`src/rtl/servo_pwm_5bits.sv`:
```
// Servo PWM frame generator: latches a 5-bit position once per frame and
// drives a pulse of MIN_TICKS + pos*STEP_TICKS ticks in a fixed frame.
// Ports:
//   clk          system clock, rising edge
//   rst_n        asynchronous active-low reset
//   en           frame generation enable
//   pos          position command 0..31 (from upstream mux)
//   pwm          registered servo pulse
//   period_start registered one-cycle strobe on first cycle of each frame
//   active_pos   registered position latched for the current frame
module servo_pwm_5bits #(
   parameter int PRESCALE     = 500,
   parameter int PERIOD_TICKS = 2000,
   parameter int MIN_TICKS    = 100,
   parameter int STEP_TICKS   = 3
) (
   input  logic       clk,
   input  logic       rst_n,
   input  logic       en,
   input  logic [4:0] pos,
   output logic       pwm,
   output logic       period_start,
   output logic [4:0] active_pos
);

   localparam int PW = (PRESCALE > 1) ? $clog2(PRESCALE) : 1;

   typedef enum logic {
      IDLE,
      RUN
   } state_t;

   state_t        state_q, state_d;
   logic [PW-1:0] pre_q, pre_d;
   logic [15:0]   tick_q, tick_d;
   logic          pwm_d;
   logic          ps_d;
   logic [4:0]    apos_d;

   logic          tick;
   logic          frame_end;
   logic          pulse_end;
   logic [15:0]   width;

   // Width follows the latched position, so pos changes mid-frame are inert.
   assign width     = 16'(MIN_TICKS) + 16'(active_pos) * 16'(STEP_TICKS);
   assign tick      = (pre_q == PW'(PRESCALE - 1));
   assign frame_end = tick && (tick_q == 16'(PERIOD_TICKS - 1));
   assign pulse_end = tick && (tick_q == width - 16'd1);

   always_ff @(posedge clk or negedge rst_n) begin
      if (!rst_n) begin
         state_q      <= IDLE;
         pre_q        <= '0;
         tick_q       <= '0;
         pwm          <= 1'b0;
         period_start <= 1'b0;
         active_pos   <= '0;
      end else begin
         state_q      <= state_d;
         pre_q        <= pre_d;
         tick_q       <= tick_d;
         pwm          <= pwm_d;
         period_start <= ps_d;
         active_pos   <= apos_d;
      end
   end

   always_comb begin
      state_d = state_q;
      pre_d   = pre_q;
      tick_d  = tick_q;
      pwm_d   = pwm;
      ps_d    = 1'b0;
      apos_d  = active_pos;
      unique case (state_q)
         IDLE: begin
            pre_d  = '0;
            tick_d = '0;
            pwm_d  = 1'b0;
            if (en) begin
               state_d = RUN;
               apos_d  = pos;
               ps_d    = 1'b1;
               pwm_d   = 1'b1;
            end
         end
         RUN: begin
            if (!en) begin
               // Abandon the frame; a fresh one starts on re-enable.
               state_d = IDLE;
               pre_d   = '0;
               tick_d  = '0;
               pwm_d   = 1'b0;
            end else if (frame_end) begin
               // Frame boundary doubles as the next frame edge.
               pre_d  = '0;
               tick_d = '0;
               apos_d = pos;
               ps_d   = 1'b1;
               pwm_d  = 1'b1;
            end else begin
               if (tick) begin
                  pre_d  = '0;
                  tick_d = tick_q + 16'd1;
               end else begin
                  pre_d  = pre_q + PW'(1);
               end
               if (pulse_end) begin
                  pwm_d = 1'b0;
               end
            end
         end
         default: begin
            state_d = IDLE;
         end
      endcase
   end

endmodule

```
`config.mk`:
```
export PLATFORM = sky130hd
export DESIGN_NAME = servo_pwm_5bits
export DESIGN_NICKNAME = d
export VERILOG_FILES = /design/src/rtl/servo_pwm_5bits.sv
export SDC_FILE = /design/constraint.sdc
export NUM_CORES = 1
export LEC_CHECK = 0
export ABC_AREA = 0
export CAP_MARGIN = 5
export CELL_PAD_IN_SITES_DETAIL_PLACEMENT = 0
export CELL_PAD_IN_SITES_GLOBAL_PLACEMENT = 1
export CORE_ASPECT_RATIO = 0.6
export CORE_MARGIN = 1
export CORE_UTILIZATION = 41
export CTS_CLUSTER_SIZE = 12
export DETAILED_ROUTE_END_ITERATION = 16
export PLACE_DENSITY = 0.84
export REMOVE_ABC_BUFFERS = 1
export SYNTH_ARGS = -nofsm -noshare
export SYNTH_HDL_FRONTEND = slang
export SYNTH_SLANG_ARGS = --single-unit
```
`constraint.sdc`:
```
create_clock -name clk -period 2.7 [get_ports clk]
set_clock_uncertainty 0.2 [all_clocks]
set_input_delay 0.27 -clock clk [delete_from_list [all_inputs] [get_ports clk]]
set_output_delay 0.27 -clock clk [all_outputs]
set_load 0.005 [all_outputs]
```
## Word-level counts from Yosys, hierarchy flattened

Cells that the tools add are included.

| storage, ports and cells | value |
|---|---|
| output and inout port bits | 7 |
| register bits after elaboration | 33 |
| word-level logic and storage cells | 43 |
| input bits | 8 |

| cells by class | value |
|---|---|
| bitwise operators | 1 |
| muxes and demuxes | 20 |
| multiply operators | 1 |
| $add $sub $neg | 4 |
| reductions and logical operators | 3 |
| eq/ne operators | 8 |

Operator list:

| cell | number |
|---|---|
| two-way mux 16 bit | 3 |
| case mux 16 bit (2 select lines) | 1 |
| two-way mux 9 bit | 3 |
| case mux 9 bit (2 select lines) | 1 |
| adder 16 x 1 -> 16 bit (second input constant) | 1 |
| equality test 16 x 11 -> 1 bit (second input constant) | 1 |
| equality test 16 bit | 1 |
| two-way mux 5 bit | 3 |
| case mux 5 bit (2 select lines) | 1 |
| adder 9 x 1 -> 9 bit (second input constant) | 1 |
| equality test 9 bit (second input constant) | 1 |
| subtractor 8 x 1 -> 9 bit (second input constant) | 1 |
| adder 7 x 7 -> 8 bit (first input constant) | 1 |
| inequality test 4 x 2 -> 1 bit (second input constant) | 2 |
| multiplier 5 x 2 -> 7 bit (second input constant) | 1 |
| two-way mux 1 bit | 6 |
| inequality test 2 bit (second input constant) | 2 |
| case mux 1 bit (2 select lines) | 2 |
| AND reduction 3 bit | 1 |
| logical AND 1 bit | 2 |
| inequality test 2 x 1 -> 1 bit (second input constant) | 1 |
| inverter 1 bit | 1 |

## Logic depth before layout (Yosys ltp)

| logic depth | value |
|---|---|
| word-level depth | 9 |
| mapped depth | 9 |
| depth with buffers taken out | 9 |

## Worst setup path before layout

OpenSTA, ideal clock, no wires.

| timing path | value |
|---|---|
| path kind | register -> register |
| start | register active_pos[2] |
| end | register pwm |
| period minus slack after synthesis | 2.674 ns |
| arrival time | 2.333 ns |
| required time | 2.359 ns |
| cell stages (with the launch flop) | 8 |
| path buffers | 0 |
| path slack | 0.026 ns |
| setup time | 0.141 ns |
| cells stage by stage | dfrtp_1 ha_1 ha_1 nand4_1 and4b_1 or4_1 a2111oi_0 a22oi_1 |

| between the ends | value |
|---|---|
| cells in the longest elaborated chain, start to end | 6 |

Ends and longest elaborated chain:

| what | RTL line | source |
|---|---|---|
| start, declared | 23 | `output logic [4:0] active_pos` |
| start signal, assigned | 65 | `active_pos <= apos_d;` |
| multiplier 5 x 2 -> 7 bit | 46 | `assign width = 16'(MIN_TICKS) + 16'(active_pos) * 16'(STEP_TICKS);` |
| adder 7 x 7 -> 8 bit | 46 |  |
| subtractor 8 x 1 -> 9 bit | 49 | `assign pulse_end = tick && (tick_q == width - 16'd1);` |
| equality test 16 bit | 49 |  |
| logical AND 1 bit | 49 |  |
| inequality test 4 x 2 -> 1 bit (no source line) | - |  |
| end signal, assigned | 63 | `pwm <= pwm_d;` |
| end, declared | 21 | `output logic pwm,` |

Every way passes these cells.
A chain may end at the register's enable or synchronous reset.

## Final worst setup path

| timing path | value |
|---|---|
| start | register tick_q[13] |
| end | register active_pos[0] |

| between the ends | value |
|---|---|
| cells in the longest elaborated chain, start to end | 4 |

Ends and longest elaborated chain:

| what | RTL line | source |
|---|---|---|
| start, declared | 35 | `logic [15:0] tick_q, tick_d;` |
| start signal, assigned | 62 | `tick_q <= tick_d;` |
| equality test 16 x 11 -> 1 bit | 48 | `assign frame_end = tick && (tick_q == 16'(PERIOD_TICKS - 1));` |
| logical AND 1 bit | 48 |  |
| inequality test 2 x 1 -> 1 bit (no source line) | - |  |
| AND reduction 3 bit (no source line) | - |  |

Every way passes these cells.

==> results by group <==
Critical path
  – Crit Path Class: flip-flop to flip-flop
  – CP max FO: 7
  – Crit-path cells: or4_1 -> or4b_4 -> o31a_1 -> nand2b_4 -> mux2_4
  – Critical path arrival: 2.62 ns
  – R2R Path Start: tick_q[13]$_DFFE_PN0P_
  – Startpoint Class: flip-flop
  – Critical path's slowest cell: or4_1
  – Critical path's largest stage delay: 0.57 ns
  – Worst Setup End Kind: flip-flop
  – Crit path from: tick_q[13]$_DFFE_PN0P_
  – Worst path required time: 2.68 ns

Drt
  – Drt via density: 5.18
  – Antenna Violating Nets Remaining: 0
  – DRC viols: 0
  – Via Count: 1589
  – DR pass1 iterations: 4
  – Wirelength per Cell: 14.6 microns
  – DRT iter0 DRCs: 59
  – Routed WL: 4470 microns

Timing
  – Worst rel slew slack: 0.635
  – Tmin final: 2.64 ns
  – Setup ws final: 0.0646 ns
  – Setup total negative slack: 0 ns
  – FMAX: 0.379 GHz
  – Final Hold Fails: 0
  – Fin crit share: 0.976
  – Worst-margin pin slew: 0.532 ns
  – Final setup viols: 0
  – Final Max Tran Viols: 0

Global routing
  – Grt total ovfl: 0
  – Largest net degree at the start of global routing: 34
  – Vias in the first global route: 1493
  – Global-route wire length before repair: 7330 microns
  – Initial antenna violation count: 0
  – Total Routing Usage GR: 0.186

Yosys
  – Top-area cell type share of the netlist area: 0.411
  – Yosys cell types: 46
  – Prevailing post-synth register cell: dfrtp_1
  – Synth Area in Compound Gates: 0.0933
  – Largest family of logic cells by synthesized area: simple AND/OR/NAND/NOR gates
  – Syn Inst Count: 208
  – Proportion of synthesized area in mux cells: 0.0423
  – Register area share after synthesis: 0.411
  – Adder and majority gate portion of the synthesized area: 0.0560
  – YS warnings: 0
  – Synth Area in Simple Gates: 0.261
  – Synth Area in XOR/XNOR: 0.105
  – Yosys reg bits: 33
  – Post-synth EDFFs: 0
  – Post-synthesis area per instance: 9.67 sq um
  – Fraction of registers with async set/reset: 1.00
  – Mapped Area: 2010 sq um
  – Synth top area cells: dfrtp_1 (41%), xnor2_1 (6.1%), ha_1 (5.6%)
  – Synth area leader: dfrtp_1

Cells and area
  – Most frequent cells in the layout: dfrtp_1 (33), nor2_1 (25), buf_4 (22)
  – Final core occ: 0.552
  – Layout area overhead: 27.4%
  – Share of cells above drive strength 1: 0.205
  – FILL cells: 407
  – Commonest non-fill, non-tap cell in the layout: dfrtp_1
  – Ant diodes: 0
  – Layout Nets: 260

Clock tree
  – Clock-pin slew on the worst setup and hold paths: 0.08 ns
  – CTS tree: done
  – Root Driver: clkbuf_8
  – Clk sinks: 33
  – H-tree Lvls: 2
  – Clk_lat worst skew: 0.29 ns
  – CTS buffer count: 5
  – Max clock buf depth: 2

Pwr
  – Pleak: 1.08 nW
  – Pwr per Cell Area: 570 nW/um^2
  – Worst VDD drop: 0.302 mV

Floorplanning
  – Core area: 4640 sq um
  – Die Span X: 92.4 microns
  – Die Y: 56.2 microns
  – Initial Utilization: 0.434
  – # IOs: 15
  – Row count: 19
  – Die ar.: 5200 sq um

Place
  – HPWL after detailed placement: 3100 microns
  – Pre-CTS setup slack: -0.0184 ns
  – Global placer's final weighted congestion: 0.779
  – IO buf count: 14

Run
  – Maxcap violations: 0

Hold path
  – Worst hold path type: input port to asynchronous set/reset pin

Outcome
  – Outcome: finished clean
cells in the mapped netlist (all sizes together), types with 2 or more instances:
| cell | number |
|---|---|
| a21boi | 2 |
| a21oi | 6 |
| and2 | 2 |
| and3 | 6 |
| and4 | 3 |
| buf | 2 |
| clkbuf | 6 |
| dfrtp | 33 |
| ha | 9 |
| inv | 7 |
| mux2 | 5 |
| nand2 | 15 |
| nand3 | 10 |
| nand4 | 3 |
| nor2 | 25 |
| nor2b | 5 |
| nor3 | 5 |
| nor4 | 5 |
| nor4b | 2 |
| nor4bb | 3 |
| o21ai | 4 |
| o31ai | 3 |
| or3 | 3 |
| or4 | 2 |
| xnor2 | 14 |
| xor2 | 10 |
cell type report:
type	instances	area, sq um	share of cell area
multi-input combinational	160	1210	0.472
tap	63	78.8	0.0308
clock inverter	1	30.0	0.0117
inverter	7	26.3	0.0103
sequential	33	826	0.322
timing repair buffer	36	305	0.119
clock buffer	7	86.3	0.0337
path summary, 6_finish.rpt:
check | slack [ns] | to | depth (start not counted)
max | 0.06 | active_pos[0]$_DFFE_PN0P_ | 5
max reg2reg | 0.06 | active_pos[0]$_DFFE_PN0P_ | 5
min in group clk | 0.26 | pre_q[0]$_DFF_PN0_ | 1
min reg2reg | 0.26 | pre_q[0]$_DFF_PN0_ | 1
min | 0.18 | pwm$_DFFE_PN0P_ | 2
max in group asynchronous | 1.79 | pre_q[7]$_DFF_PN0_ | 2
where the power goes:
part / internal (mW) / leakage, nW / switching [mW]
sequential: 0.511 / 0.443 / 0.0157
combinational: 0.246 / 0.577 / 0.199
clock: 0.301 / 0.0585 / 0.186
total: 1.06 / 1.08 / 0.401
kinds of logic after synthesis:
group                    after synthesis
flip-flops                            33
AND/OR/NAND/NOR                       95
buffers and inverters                 15
multiplexers                           6
XOR/XNOR                              24
adder cells (fa/ha/maj)                9
AO/OA/AOI/OAI                         26
routing by layer:
layer,track usage,vias to the layer above,part of all wire,wire length (microns)
met5,0,-,0,0
met4,0.0603,0,0.0094,42
met3,0.0451,4,0.040,180
met2,0.255,20,0.39,1760
met1,0.283,752,0.56,2480
li1,-,813,-,-
stage by stage:
| stage | instance area (sq um) | hold WS (ns) | total power [mW] | std cells |
|---|---|---|---|---|
| finish | 2560 | 0.184 | 1.46 | 307 |
| global route | 2560 | 0.226 | 1.55 | 307 |
| CTS | 2450 | 0.208 | 1.38 | 303 |
| detailed placement | 2320 | 0.256 | 0.878 | 294 |
| global placement | 2320 | 0.243 | 0.873 | 294 |
| floorplan | 1970 | -0.226 | 0.736 | 200 |
critical path, delay by kind of cell, from the launching register on:
family	cells	cell delay, ns
and+or+nand+nor	3	1.34
muxes	1	0.32
DFF	1	0.40
AOI/OAI and AO/OA	1	0.27
flip-flops by register name, indices dropped and copies added (netlist names):
signal and cells:
active_pos 5, period_start 1, pre_q 9, pwm 1
state_q 1, tick_q 16
what timing repair did:
item                                    CTS  global route
hold endpoints to repair                  0             0
pin swaps                                 0             6
hold buffers                              0             0
setup buffers                             1             4
gates cloned                              0             0
endpoints found under the setup margin    1             1
resized for setup                         2            11
Note: power is estimated with default switching activity, not from simulation.
